**src/rtl/udp_tx_packetizer.sv**
```systemverilog
// Streams a block of SRAM words out as big-endian UDP payload bytes, split into packets.
// Define UDP_TX_SEQ_HDR_EN to prefix every packet with a 16-bit sequence number.
//
// state   | meaning
// IDLE    | waiting for i_start
// HDR_HI  | presenting sequence number high byte
// HDR_LO  | presenting sequence number low byte
// RD_WAIT | SRAM read strobes active, counting read wait cycles
// SEND_HI | presenting word[15:8]
// SEND_LO | presenting word[7:0]
// DONE    | one-cycle completion pulse
module udp_tx_packetizer #(
    parameter int PKT_WORDS = 256,
    parameter int READ_WAIT = 2
) (
    input  logic        i_clk,
    input  logic        i_rst_n,
    input  logic        i_start,
    input  logic [19:0] i_base_addr,
    input  logic [19:0] i_num_words,
    output logic        o_busy,
    output logic        o_done,
    output logic [19:0] o_SRAM_ADDR,
    input  logic [15:0] i_SRAM_DQ,
    output logic        o_SRAM_CE_N,
    output logic        o_SRAM_OE_N,
    output logic        o_SRAM_WE_N,
    output logic        o_SRAM_LB_N,
    output logic        o_SRAM_UB_N,
    output logic [7:0]  udp_tx_data,
    output logic        udp_tx_valid,
    input  logic        udp_tx_ready,
    output logic        udp_tx_last
);

`ifdef UDP_TX_SEQ_HDR_EN
    localparam bit HDR_EN = 1'b1;
`else
    localparam bit HDR_EN = 1'b0;
`endif

    localparam logic [3:0]  WAIT_LOAD = 4'(READ_WAIT - 1);
    localparam logic [10:0] PKT_LAST  = 11'(PKT_WORDS - 1);

    typedef enum logic [2:0] {
        IDLE,
        HDR_HI,
        HDR_LO,
        RD_WAIT,
        SEND_HI,
        SEND_LO,
        DONE
    } state_t;

    state_t      state;
    logic [19:0] addr;
    logic [19:0] remaining;
    logic [10:0] pkt_cnt;
    logic [3:0]  wait_cnt;
    logic [7:0]  lo_byte;
    logic [15:0] seq;
    logic        ce_n;
    logic        oe_n;
    logic        bs_n;

    logic        accept;
    logic        pkt_word_last;
    logic        xfer_word_last;
    logic [15:0] seq_next;

    assign accept         = udp_tx_valid && udp_tx_ready;
    assign pkt_word_last  = (pkt_cnt == PKT_LAST);
    assign xfer_word_last = (remaining == 20'd1);
    assign seq_next       = seq + 16'd1;

    assign o_SRAM_ADDR = addr;
    assign o_SRAM_CE_N = ce_n;
    assign o_SRAM_OE_N = oe_n;
    assign o_SRAM_WE_N = 1'b1;
    assign o_SRAM_LB_N = bs_n;
    assign o_SRAM_UB_N = bs_n;

    always_ff @(posedge i_clk or negedge i_rst_n) begin
        if (!i_rst_n) begin
            state        <= IDLE;
            addr         <= '0;
            remaining    <= '0;
            pkt_cnt      <= '0;
            wait_cnt     <= '0;
            lo_byte      <= '0;
            seq          <= '0;
            ce_n         <= 1'b1;
            oe_n         <= 1'b1;
            bs_n         <= 1'b1;
            o_busy       <= 1'b0;
            o_done       <= 1'b0;
            udp_tx_data  <= '0;
            udp_tx_valid <= 1'b0;
            udp_tx_last  <= 1'b0;
        end else begin
            case (state)
                IDLE: begin
                    if (i_start) begin
                        addr      <= i_base_addr;
                        remaining <= i_num_words;
                        pkt_cnt   <= '0;
                        o_busy    <= 1'b1;
                        if (i_num_words == 20'd0) begin
                            state  <= DONE;
                            o_done <= 1'b1;
                        end else if (HDR_EN) begin
                            state        <= HDR_HI;
                            udp_tx_valid <= 1'b1;
                            udp_tx_data  <= seq[15:8];
                            udp_tx_last  <= 1'b0;
                        end else begin
                            state    <= RD_WAIT;
                            wait_cnt <= WAIT_LOAD;
                            ce_n     <= 1'b0;
                            oe_n     <= 1'b0;
                            bs_n     <= 1'b0;
                        end
                    end
                end

                HDR_HI: begin
                    if (accept) begin
                        udp_tx_data <= seq[7:0];
                        state       <= HDR_LO;
                    end
                end

                HDR_LO: begin
                    if (accept) begin
                        udp_tx_valid <= 1'b0;
                        state        <= RD_WAIT;
                        wait_cnt     <= WAIT_LOAD;
                        ce_n         <= 1'b0;
                        oe_n         <= 1'b0;
                        bs_n         <= 1'b0;
                    end
                end

                // Word is captured on the final edge of the read window.
                RD_WAIT: begin
                    if (wait_cnt == 4'd0) begin
                        udp_tx_data  <= i_SRAM_DQ[15:8];
                        lo_byte      <= i_SRAM_DQ[7:0];
                        udp_tx_valid <= 1'b1;
                        udp_tx_last  <= 1'b0;
                        ce_n         <= 1'b1;
                        oe_n         <= 1'b1;
                        bs_n         <= 1'b1;
                        state        <= SEND_HI;
                    end else begin
                        wait_cnt <= wait_cnt - 4'd1;
                    end
                end

                SEND_HI: begin
                    if (accept) begin
                        udp_tx_data <= lo_byte;
                        udp_tx_last <= pkt_word_last || xfer_word_last;
                        state       <= SEND_LO;
                    end
                end

                SEND_LO: begin
                    if (accept) begin
                        udp_tx_valid <= 1'b0;
                        udp_tx_last  <= 1'b0;
                        addr         <= addr + 20'd1;
                        remaining    <= remaining - 20'd1;
                        if (udp_tx_last) begin
                            pkt_cnt <= '0;
                            if (HDR_EN) seq <= seq_next;
                        end else begin
                            pkt_cnt <= pkt_cnt + 11'd1;
                        end
                        if (xfer_word_last) begin
                            state  <= DONE;
                            o_done <= 1'b1;
                        end else if (HDR_EN && udp_tx_last) begin
                            state        <= HDR_HI;
                            udp_tx_valid <= 1'b1;
                            udp_tx_data  <= seq_next[15:8];
                        end else begin
                            state    <= RD_WAIT;
                            wait_cnt <= WAIT_LOAD;
                            ce_n     <= 1'b0;
                            oe_n     <= 1'b0;
                            bs_n     <= 1'b0;
                        end
                    end
                end

                DONE: begin
                    o_done <= 1'b0;
                    o_busy <= 1'b0;
                    state  <= IDLE;
                end

                default: state <= IDLE;
            endcase
        end
    end

endmodule

```
**config.mk**
```make
export PLATFORM = sky130hd
export DESIGN_NAME = udp_tx_packetizer
export DESIGN_NICKNAME = d
export VERILOG_FILES = /design/src/rtl/udp_tx_packetizer.sv
export SDC_FILE = /design/constraint.sdc
export NUM_CORES = 1
export LEC_CHECK = 0
export BUFFER_PORTS_ARGS = -buffer_cell sky130_fd_sc_hd__buf_2
export CORE_ASPECT_RATIO = 1.25
export CORE_MARGIN = 5
export CORE_UTILIZATION = 26
export DETAILED_ROUTE_END_ITERATION = 8
export PLACE_DENSITY_LB_ADDON = 0.05
export REMOVE_ABC_BUFFERS = 1
export SYNTH_ARGS = -nofsm -noshare
export SYNTH_HDL_FRONTEND = slang
export SYNTH_SLANG_ARGS = --single-unit
```
**constraint.sdc**
```tcl
create_clock -name i_clk -period 1.9 [get_ports i_clk]
set_input_delay 0.38 -clock i_clk [delete_from_list [all_inputs] [get_ports i_clk]]
set_output_delay 0.38 -clock i_clk [all_outputs]
set_load 0.005 [all_outputs]
```
After elaboration in Yosys (flattened, before gate mapping)
Index checks and enable logic that the tools add are counted.
{"block": "op_classes", "addsub": 4, "eq_ne": 20, "muxes": 48, "reduce_logical": 23}
{"operator": "$mux 20", "count": 4}
{"operator": "$pmux 20 s2", "count": 2}
{"operator": "$mux 11", "count": 3}
{"operator": "$mux 3", "count": 8}
{"operator": "$mux 4", "count": 6}
{"operator": "$mux 8", "count": 3}
{"operator": "$pmux 8 s3", "count": 1}
{"operator": "$ne 2x2->1 const B", "count": 11}
{"operator": "$pmux 11 s2", "count": 1}
{"operator": "$add 20x1->20 const B", "count": 1}
{"operator": "$eq 20x1->1 const B", "count": 1}
{"operator": "$logic_not 20->1", "count": 1}
{"operator": "$sub 20x1->20 const B", "count": 1}
{"operator": "$pmux 3 s6", "count": 1}
{"operator": "$pmux 4 s4", "count": 1}
{"operator": "$reduce_and 7->1", "count": 2}
{"operator": "$mux 1", "count": 13}
{"operator": "$add 11x1->11 const B", "count": 1}
{"operator": "$eq 11x8->1 const B", "count": 1}
{"operator": "$eq 3x3->1 const B", "count": 3}
{"operator": "$reduce_bool 3->1", "count": 3}
{"operator": "$reduce_and 4->1", "count": 2}
{"operator": "$eq 3x2->1 const B", "count": 2}
{"operator": "$pmux 1 s3", "count": 2}
{"operator": "other kinds (16)", "count": 21}
{"block": "totals", "register_bits": 79, "in_bits": 60, "out_inout_bits": 37}

Logic depth before layout (Yosys ltp)
{"block": "logic_depth", "ltp_word": 4, "mapped_depth": 8, "mapped_depth_nobuf": 7}

Worst setup path before layout
Ideal clock, no wire load.
{"block": "synth_timing", "path_type": "reg2reg", "startpoint": "reg remaining[0]", "endpoint": "reg remaining[18]", "setup_ns": 0.079, "arrival_time_ns": 1.907, "required_time_ns": 1.821, "setup_slack_ns": -0.087, "path_stages_with_launch": 9, "n_path_buf": 1, "period_less_slack_ns": 1.987, "cell_sequence": "dfrtp_1 > inv_1 > ha_1 > or4b_1 > clkbuf_1 > nor3_4 > nand3_1 > a21oi_1 > a2bb2oi_1"}
{"block": "synth_between", "elab_chain_cells": 3}
{"element": "from (decl)", "line": "57", "rtl": "logic [19:0] remaining;"}
{"element": "from (signal assigned)", "line": "105", "rtl": "remaining <= i_num_words;"}
{"element": "from (signal assigned)", "line": "173", "rtl": "remaining <= remaining - 20'd1;"}
{"element": "$sub 20x1->20", "line": "173"}
{"element": "$mux 20", "line": "169", "rtl": "if (accept) begin"}
{"element": "$pmux 20 s2", "line": "101", "rtl": "case (state)"}
No other way between the ends. The select of a mux whose other input is x is not followed.
A chain may end at the register's enable or synchronous reset.

Final worst setup path
{"block": "layout_timing", "startpoint": "reg remaining[0]", "endpoint": "reg remaining[17]"}
Same word-level chain as after synthesis.

==> out/metrics.cfg <==
[drt]
wire_per_inst_um=16.11
finalWirelength_um=14720
drc=0
routed_via_density=5.085
drt_pass1_iterations=4
drt_initial_violations=174
ant_nets=0
vias=4648

[placed_design]
io_port_bufs=95
post-dp-hpwl_um=10580
gp_congestion=0.7773
post-place-ws_ns=-0.1746
place_inst=891

[final_layout]
layout_common_cells=sky130_fd_sc_hd__buf_2, sky130_fd_sc_hd__dfrtp_1, sky130_fd_sc_hd__buf_4
final_common_cell=sky130_fd_sc_hd__buf_2
instances_no_fill=914
antenna_cells=0
layout_overhead_on_the_synthesized_area_pct=37.16
finalNetCount=751
fillerInstances=1878
seq_area_sq_um=1981
drive_gt1_frac=0.3406
area_of_the_multi_input_gates_sq_um=2531

[synthesis]
syn_area_per_cell_sq_um=8.559
postSynth.topFlopCell=sky130_fd_sc_hd__dfrtp_1
mappedNetlistArea_sq_um=4613
syn_inst=539
synth.ff_latch_count=79
yosysSeqAreaShare=0.4288
synthArstFlopShare=1.000
yosys.cell_types.count=58
synth_enable_flop_cells=0
ys.warnings.count=8

[floorplanning]
die-width_um=129.1
floorplan.io_pins=97
design.core.area_sq_um=17430
floorplan.die_area_sq_um=20520
core.rowCount=54
chipHeight_um=158.9
floorplan.initialDensity=0.2646

[setup_path]
crit_path_start_kind=flip-flop
critical_path.reg2reg.startpoint=remaining[0]$_DFFE_PN0P_
critical_path.endpoint_type=flip-flop
timing.reg2reg.setup_slack_ns=-0.06
r2r_cells=5
cp_data_arrival_time_ns=2.20
critical_path_peak_fanout=4
worst-endpoint-required_ns=2.14
timing_worst_setup_path_type=reg2reg
rr_endpoint=remaining[17]$_DFFE_PN0P_

[power_and_ir_drop]
finalPower_mw=9.133
clock_power_share=0.222
pwr-share-seq=0.335
pwr_density_cell_nw_per_um2=1443
cellLeakagePower_nw=2.789
peakVddDrop_v=0.0005605
power_frac_comb=0.443
internal-power_mw=5.733
p_sw_mw=3.400
power.share.switching=0.3723

[timing]
grt_setup_unrepaired=true
final_slew_violations=0
min_period_ns=1.963
fmax_mhz=509.5
final_worst_path_cycle_share=1.033
clock-skew-final_ns=0.01026
hold_slack_ns=0.03414
totalNegativeSetupSlack_ns=-0.1887
worst_slack_ns=-0.06253
report.final.hold_viol_count=0
setup_viol=7

[clock_network]
clock_tree_from_tritoncts=yes
cts_inserted_buffers=9
max-clock-path-buffers=2
post_cts_hold_buffer_count=0
insertion_delay_ns=0.35
cts.root.buffer_cell=sky130_fd_sc_hd__clkbuf_16
worst_setup_hold_path_clk_slew_ns=0.06
clock_sink_count=79
clock_tree.htree_level_count=3

[grt]
grt_start_max_net_pins=80
antenna_found_initial=0
grt_overflow=0
grtUsageTotal=0.1448
first_global_vias=4764
grt_pass1_wl_um=24190

[hold_path]
hold_path_class=in2async

[outcome]
status=finished with violations
failed_checks=setup timing

[flow_run]
timing.max_cap.violations=0

[flip-flops by register name, summed over array words and instances (netlist names), 3 cells and up]
register and count:
lo_byte 8, o_SRAM_ADDR 20, pkt_cnt 11, remaining 20, state 3, udp_tx_data 8
wait_cnt 4
[critical path, stage by stage (launching register included)]
cell                        delay (ns)
sky130_fd_sc_hd__dfrtp_1          0.40
sky130_fd_sc_hd__or4_4            0.56
sky130_fd_sc_hd__or4_4            0.48
sky130_fd_sc_hd__nor4_4           0.17
sky130_fd_sc_hd__a31oi_1          0.11
sky130_fd_sc_hd__a2bb2oi_1        0.14
[kinds of logic after synthesis]
| kind of cell | count (synthesis) | synth area share |
|---|---|---|
| buffers and inverters | 52 | 0.04963 |
| DFF | 79 | 0.4288 |
| other | 1 | 0.0008129 |
| muxes | 19 | 0.04557 |
| adders and majority gates | 6 | 0.01627 |
| and+or+nand+nor | 207 | 0.2221 |
| AOI/OAI and AO/OA | 175 | 0.2368 |
[cell type report]
cell class / count / area share
Multi-Input combinational cell: 408 / 0.4000
Sequential cell: 79 / 0.3130
Timing Repair Buffer: 171 / 0.1788
Clock buffer: 14 / 0.04489
Tap cell: 224 / 0.04430
Clock inverter: 2 / 0.009492
Inverter: 16 / 0.009492
[what timing repair did]
action                                  in CTS  in global routing
setup buffers                                2                  5
pin swaps                                   11                  7
resized for setup                           14                 21
endpoints found under the setup margin      17                 43
[power groups by stage]
| stage | Combinational, mW | Clock [mW] | Sequential, mW |
|---|---|---|---|
| after floorplan | 1.97 | 0 | 3.08 |
| after global placement | 3.84 | 0 | 3.05 |
| after detailed placement | 3.86 | 0 | 3.06 |
| after CTS | 3.93 | 2.09 | 3.05 |
| after global routing | 4.50 | 2.16 | 3.18 |
| final | 4.04 | 2.03 | 3.06 |
[through the flow]
| stage | utilization | instance area (sq um) |
|---|---|---|
| after floorplan | - | 4444 |
| after global placement | 0.3323 | 5792 |
| after detailed placement | 0.3323 | 5792 |
| after CTS | 0.3562 | 6210 |
| after global routing | 0.3630 | 6327 |
| final | 0.3630 | 6327 |
[worst max-delay path by stage]
stage,start,slack [ns],cells after the start,end
floorplan,state[2]$_DFFE_PN0P_,-1.01,4,pkt_cnt[6]$_DFFE_PN0P_
global placement,remaining[0]$_DFFE_PN0P_,-0.08,5,remaining[17]$_DFFE_PN0P_
detailed placement,remaining[0]$_DFFE_PN0P_,-0.17,7,remaining[14]$_DFFE_PN0P_
CTS,remaining[0]$_DFFE_PN0P_,-0.06,7,wait_cnt[2]$_DFFE_PN0P_
global route,remaining[0]$_DFFE_PN0P_,-0.15,7,remaining[14]$_DFFE_PN0P_
finish,remaining[0]$_DFFE_PN0P_,-0.06,5,remaining[17]$_DFFE_PN0P_
[per-layer routing]
layer	track usage	share of wire	vias up
met5	0	0	-
met4	0.05110	0.015	0
met3	0.03125	0.049	16
met2	0.2429	0.49	105
met1	0.1817	0.44	2260
li1	-	-	2267
[synth_stat cells, drive strengths merged, types with 2 or more instances]
library cell  count  area [sq um]
a21o              3         22.52
nand4b            3         26.28
or3               3         18.77
o21a              2         15.01
a41oi             2         17.52
a31oi             7         43.79
o22ai            13         81.33
nor2             45         168.9
ha                6         75.07
nor3             12         71.32
clkbuf           22         83.83
o31ai             6         45.04
and3              8         50.05
dfrtp            78          1952
a22oi             3         22.52
a221o             2         20.02
buf              14         85.08
o211ai            2         15.01
o21ai            52         264.0
a2bb2oi          14         122.6
nand3            27         135.1
or4               3         30.03
o22a              7         61.31
o2bb2ai           2         17.52
nand2            69         259.0
and2              2         12.51
mux2i             3         30.03
nand2b            4         25.02
nor3b             5         37.54
o32ai             2         17.52
nor4             10         77.57
o41ai             4         35.03
mux2             16         180.2
nand4             8         50.05
nand3b            3         22.52
inv              16         60.06
a21oi            50         254.0
Power figures use the tool's default switching activity.
